<file path="config.mk">
export PLATFORM = sky130hd
export DESIGN_NAME = filter_window_ctrl
export DESIGN_NICKNAME = d
export VERILOG_FILES = /design/src/rtl/filter_window_ctrl.sv
export SDC_FILE = /design/constraint.sdc
export NUM_CORES = 1
export LEC_CHECK = 0
export CORE_ASPECT_RATIO = 0.8
export CORE_UTILIZATION = 34
export DETAILED_ROUTE_END_ITERATION = 10
export SLEW_MARGIN = 40
export SYNTH_ARGS = -nofsm -noshare
export SYNTH_HDL_FRONTEND = slang
export SYNTH_SLANG_ARGS = --single-unit
</file>
<file path="constraint.sdc">
create_clock -name clk -period 6.4 [get_ports clk]
set_clock_uncertainty 0.1 [all_clocks]
set_input_delay 1.28 -clock clk [delete_from_list [all_inputs] [get_ports clk]]
set_output_delay 1.28 -clock clk [all_outputs]
set_load 0.02 [all_outputs]
</file>
<file path="src/rtl/filter_window_ctrl.sv">
// filter_window_ctrl: frame-position tracker and address sequencer for a 3x3 filter's circular 3-row line buffer
module filter_window_ctrl #(
    parameter int WIDTH  = 1280,
    parameter int HEIGHT = 720,
    parameter int ADDR_W = 12
) (
    input  logic              clk,
    input  logic              reset,
    input  logic              video_ready,
    input  logic              frame_start,
    input  logic              enable,
    output logic              buf_we,
    output logic [ADDR_W-1:0] waddr,
    output logic [ADDR_W-1:0] raddr_top,
    output logic [ADDR_W-1:0] raddr_mid,
    output logic [ADDR_W-1:0] raddr_bot,
    output logic [11:0]       col,
    output logic [10:0]       row,
    output logic              window_valid,
    output logic              line_done,
    output logic              frame_done,
    output logic [1:0]        state
);
    localparam int DEPTH = 3 * WIDTH;

    typedef enum logic [1:0] {IDLE = 2'd0, PRIME = 2'd1, RUN = 2'd2} state_t;

    state_t            state_q;
    logic [11:0]       col_q;
    logic [10:0]       row_q;
    logic [ADDR_W-1:0] ptr_q;
    logic              accept;
    logic [11:0]       pcol;
    logic [10:0]       prow;
    logic [ADDR_W-1:0] pptr;
    logic              last_col;
    logic              last_pix;

    // Subtraction on the circular buffer: wraps at DEPTH, not at 2^ADDR_W
    function automatic logic [ADDR_W-1:0] sub_mod(input logic [ADDR_W-1:0] a, input int d);
        int t;
        t = int'(a) + DEPTH - d;
        return ADDR_W'(t >= DEPTH ? t - DEPTH : t);
    endfunction

    // Position of the pixel being accepted this cycle; frame_start forces it to (0,0)
    always_comb begin
        accept   = video_ready && (frame_start || state_q != IDLE);
        pcol     = frame_start ? '0 : col_q;
        prow     = frame_start ? '0 : row_q;
        pptr     = frame_start ? '0 : ptr_q;
        last_col = pcol == 12'(WIDTH - 1);
        last_pix = last_col && prow == 11'(HEIGHT - 1);
    end

    // Frame FSM, position counters and registered buffer-side outputs
    always_ff @(posedge clk) begin
        if (reset) begin
            state_q      <= IDLE;
            col_q        <= '0;
            row_q        <= '0;
            ptr_q        <= '0;
            buf_we       <= 1'b0;
            waddr        <= '0;
            raddr_top    <= '0;
            raddr_mid    <= '0;
            raddr_bot    <= '0;
            col          <= '0;
            row          <= '0;
            window_valid <= 1'b0;
            line_done    <= 1'b0;
            frame_done   <= 1'b0;
        end else begin
            buf_we       <= accept;
            window_valid <= accept && enable && prow >= 11'd2 && pcol >= 12'd2;
            line_done    <= accept && last_col;
            frame_done   <= accept && last_pix;
            if (accept) begin
                waddr     <= pptr;
                raddr_bot <= sub_mod(pptr, 2);
                raddr_mid <= sub_mod(pptr, 2 + WIDTH);
                raddr_top <= sub_mod(pptr, 2 + 2 * WIDTH);
                col       <= pcol;
                row       <= prow;
                col_q     <= last_pix || last_col ? '0 : pcol + 12'd1;
                row_q     <= last_pix ? '0 : last_col ? prow + 11'd1 : prow;
                ptr_q     <= last_pix || pptr == ADDR_W'(DEPTH - 1) ? '0 : pptr + ADDR_W'(1);
                state_q   <= last_pix ? IDLE :
                             pcol == 12'd2 && prow == 11'd2 ? RUN :
                             frame_start ? PRIME : state_q;
            end else if (frame_start) begin
                col_q   <= '0;
                row_q   <= '0;
                ptr_q   <= '0;
                state_q <= PRIME;
            end
        end
    end

    assign state = state_q;
endmodule
</file>
Yosys cells after proc, flatten, opt, wreduce, memory -nomap -nowiden
Cells that the tools add are included.
{ "op_classes": {"add_sub_neg": 10, "order_cmp": 5, "n_eq_ne": 5, "n_mux": 17, "n_reduce_logical": 12} }
{ "ops": {"columns": ["operator", "n"], "rows": [
  ["$mux W12", 9],
  ["$mux W11", 4],
  ["$ge A14 B13 Y1 const B", 3],
  ["$sub A12 B9 Y12 const B", 3],
  ["$add A12 B1 Y12 const B", 2],
  ["$sub A13 B11 Y14 const B", 1],
  ["$sub A13 B12 Y14 const B", 1],
  ["$sub A13 B2 Y14 const B", 1],
  ["$add A12 B12 Y13 const B", 1],
  ["$eq A12 B11 Y1 const B", 1],
  ["$eq A12 B12 Y1 const B", 1],
  ["$eq A12 B2 Y1 const B", 1],
  ["$ge A12 B2 Y1 const B", 1],
  ["$add A11 B1 Y11 const B", 1],
  ["$eq A11 B10 Y1 const B", 1],
  ["$eq A11 B2 Y1 const B", 1],
  ["$ge A11 B2 Y1 const B", 1],
  ["$logic_and A1 B1 Y1", 8],
  ["$mux W2", 4],
  ["$logic_or A1 B1 Y1", 3],
  ["$reduce_bool A2 Y1", 1]
]} }
{ "word_totals": {"reg_bits": 112, "inputBits": 5, "out_inout_bits": 77, "word_cells": 63} }

Longest topological paths before layout
{ "logic_depth": {"ltp_word": 6, "ltp_mapped": 17, "ltp_nobuf": 12} }

Worst setup path after synthesis
OpenSTA, ideal clock, no wires.
{ "synth_path": {"path_kind": "input-to-reg", "startpoint": "input frame_start", "endpoint": "register raddr_bot[11]", "setup_time_ns": 0.122, "arrival_time_ns": 4.608, "t_required_ns": 6.178, "setup_slack_ns": 1.570, "cell_stages": 16, "path_buffers": 5, "path_cell_list": "buf_6 -> buf_2 -> clkbuf_1 -> clkbuf_1 -> nor2b_1 -> inv_1 -> ha_1 -> buf_2 -> nor3b_1 -> and3_1 -> xnor2_1 -> ha_1 -> o2111ai_1 -> a22oi_2 -> mux2_2 -> a221o_1"} }
{ "synth_via": {"elab_chain_cells": 5, "elab_cells_between_ends": 8, "classes_between": "add/sub (3); order compare (1); mux (2); reduce/logical (2)"} }
{ "synth_lines": {"columns": ["item", "line_no", "rtl"], "rows": [
  ["start: declaration", "10", "input logic frame_start,"],
  ["$mux W12 (*)", null, null],
  ["named net pptr[1]", "35", "logic [ADDR_W-1:0] pptr;"],
  ["$add A12 B12 Y13 (*)", "42", "t = int'(a) + DEPTH - d;"],
  ["$sub A13 B2 Y14 (*)", "42", null],
  ["$sub A12 B9 Y12 or $ge A14 B13 Y1 (tied branches)", "43", "return ADDR_W'(t >= DEPTH ? t - DEPTH : t);"],
  ["$mux W12 (*)", "43", null],
  ["end signal: assignment", "80", "raddr_bot <= sub_mod(pptr, 2);"],
  ["end: declaration", "16", "output logic [ADDR_W-1:0] raddr_bot,"]
]} }
The timed path passes the listed nets; every way through them passes the cells marked *.
A chain may end at the register's enable or synchronous reset.

Final worst setup path
{ "layout_path": {"startpoint": "input frame_start", "endpoint": "register raddr_bot[11]"} }
{ "layout_via": {"elab_chain_cells": 5, "elab_cells_between_ends": 8, "classes_between": "add/sub (3); order compare (1); mux (2); reduce/logical (2)"} }
{ "layout_lines": {"columns": ["item", "line_no"], "rows": [
  ["$mux W12", null],
  ["$add A12 B12 Y13", "42"],
  ["$sub A13 B2 Y14", "42"],
  ["$sub A12 B9 Y12 or $ge A14 B13 Y1 (tied branches)", "43"],
  ["$mux W12", "43"]
]} }
Several ways; a longest one is shown, not always the timed one.

==> metrics <==
status finished, violations left; failing checks DRC; CP Capture Type register; final WL around 13000 µm; synthesized netlist net count between 600 and 700; Tot Pwr about 1.2 mW; RSZ-0062 raised after global routing false; Starting Density a little over a third; Die Wd 139 µm; worst slew pin tran 713 ps; cell family with most CP delay simple AND/OR/NAND/NOR gates; grt total ovfl 0; Period minus WS final approximately 4600 ps; critical path launch point type input pin; Yosys top cell area share a little under two fifths; CTS Root Cell clkbuf_16; Overall Global Routing Usage 17.8%; top post-synthesis cells by area dfxtp_1, nand2_1, nor2_1; post-synth top area cell dfxtp_1; worst-skew pair later-pin latency ~350 ps; hold-critical path depth 2; Slew Viols, Final 0; internal reg-to-reg setup slack approximately 2800 ps; Post-CTS Setup Inserts 0; Max Cap Violations 0; CTS tree yes; Critical Path AT ~4800 ps; final setup fails 0; Num Clock Sinks 95; share of flip-flops with an asynchronous set or reset 0%; Post-synth EDFFs 0; H-Tree Depth 3; post-DR wirelength/cell 15.7 µm; CTS resizes 0; vias per inst about 5.3; headroom to the max-slew limit 52.1%; CP Data Required Time roughly 6500 ps; Hold Crit Class register to register; leakage roughly 2.3 nW; Die H between 100 and 150 µm; clock slew at reported path FFs roughly 70 ps; vias in the first global route 4298; share of cells above drive strength 1 around 6.8%; Syn Std Cell Area between 5000 and 6000 µm²; post-detail-place hpwl roughly 9400 µm; Yosys reg bits 95; R2R cell count 11; gpl congestion roughly 0.90; Pre-Repair DR Iteration Count 9; PD cells 202 nW/µm²; drt drc 10; pre-CTS setup slack between 1000 and 1500 ps; largest net degree at the start of global routing 64; ys flop type dfxtp_1; Cells after Synth 621; DR vias ~4.5k; crit path max fanout 29; Max Fclk roughly 220 MHz; CTS Buf Count 9; placed cell areas 5880 µm²; Ports about 80; placed cells 834; P&R area growth vs syn 21.2%; Layout Cells excl Fill 850; DR iter-0 viols 336; fin worst setup slack between 1500 and 2000 ps; Largest stage delay, worst path approximately 480 ps; # fillers ~1.4k; Hold Buf Count CTS 0; worst path bufs/invs 2; period utilization around 72%; Max Buffers Root-to-Sink 2; Port Buffer Count just over 80; Crit path depth 12; CP max stage cell buf_2; final instance area 6170 µm²; Die Footprint approximately 15000 µm²; CP dominant cell by count ha_1; Fin. Hold Viols 0; post-synthesis sequential area ratio a little under two fifths; final net count between 600 and 700; most common cell in the netlist dfxtp_1; Setup TNS Final 0 ps; post-route ant nets 0; first-pass GRT wire length roughly 22000 µm; crit-path cells buf_2 -> inv_4 -> nand2_1 -> ha_1 -> nor3b_1 -> and3_1 -> xnor2_1 -> ha_1 -> o2111ai_1 -> a22oi_2 -> mux2_2 -> a221o_1; initial antenna violation count 0; Netlist cell types between 70 and 80; Core Region 14400 µm²; num rows 39; top cells by count, synth dfxtp_1, nand2_1, nor2_1, a21oi_1, nor3_1; diode count 0; syn avg cell area 8.20 µm²; worst vdd ir between 0.0001 and 0.00015 V; YS warnings 0; kind of critical path input pin to register
## worst reg2reg max path: cells and delay by family (launching register included)
family	cells	cell delay, ps
mux	1	370
compound gates	3	700
buf+inv	1	100
flops	1	420
simple gates	3	920
fa+ha+maj	2	600
xor+xnor	1	290
## where the power goes
group	leakage (nW)	switching [mW]	total [mW]	internal (mW)
Sequential	0.770	0.00761	0.608	0.601
Clock	0.135	0.247	0.527	0.280
Combinational	1.37	0.0707	0.112	0.0409
## layout by cell type, fill, tap and decap left out, types with 2 or more instances in the layout
master           Yosys  final
o211ai_1             4      4
xnor2_1             23     23
nor3_1              30     30
nand2_1             75     75
xor2_1              17     17
a21oi_1             45     45
clkbuf_16            0      9
clkinvlp_4           0      3
or3_1                4      4
nand3_1             14     14
o2111ai_1            3      3
nand3b_1             2      2
nor2b_1             23     23
inv_8                0      2
ha_1                17     17
inv_2                2      2
buf_2                7      2
mux2_2               2      2
and3_1              22     22
o21ai_0              9      9
mux2i_1              6      6
dfxtp_1             95     95
a221o_1              3      3
buf_4               17      4
nand4_1             13     13
and4_1               3      3
nand2b_1             6      6
inv_1                9      9
a21o_1               5      5
a311oi_1             3      3
a31oi_1              4      4
nor2_1              69     69
nor3b_1              2      2
a211oi_1             7      7
nor4_1               9      9
o21ai_1              3      3
clkdlybuf4s50_1      0     79
## path summary, 6_finish.rpt
path,start,end
worst max-delay path,frame_start,raddr_bot[11]
worst min-delay path,raddr_bot[9],raddr_bot[9]
worst max register to register,ptr_q[1],raddr_bot[11]
worst min register to register,raddr_bot[9],raddr_bot[9]
## state kept, by name, indices dropped and copies added, names as in the netlist, 11 cells and up
| signal | count |
|---|---|
| col | 12 |
| row | 11 |
| waddr | 12 |
| ptr_q | 12 |
| row_q | 11 |
| col_q | 12 |
| raddr_top | 11 |
## cell families after synthesis
group / synth area share [%]
simple gates: 27.8
compound gates: 14.2
flops: 37.3
buf+inv: 6.63
xor+xnor: 7.96
fa+ha+maj: 4.18
mux: 1.92
## per-stage QoR
stage	hold WS [ps]	util [%]
global route	378	42.7
detailed placement	342	40.7
global placement	343	40.7
CTS	358	42.7
floorplan	410	-
finish	355	42.7
## per-layer routing
metal  GRT usage [%]  wire length, µm  up-vias
li1                -                -     2226
met1            24.6             6630     2123
met2            27.5             5810      139
met3            3.74              691       13
met4            5.78              176        0
met5               0                0        -
## layout make-up
| cell class | count | area (µm²) | area share [%] |
|---|---|---|---|
| timing repair buffer | 85 | 831 | 13.5 |
| inverter | 12 | 47.5 | 0.770 |
| sequential | 95 | 1900 | 30.8 |
| tap | 184 | 230 | 3.73 |
| multi-input combinational | 458 | 2870 | 46.5 |
| clock inverter | 6 | 53.8 | 0.872 |
| clock buffer | 10 | 239 | 3.87 |
No activity file was read; power rests on OpenSTA's default activity.
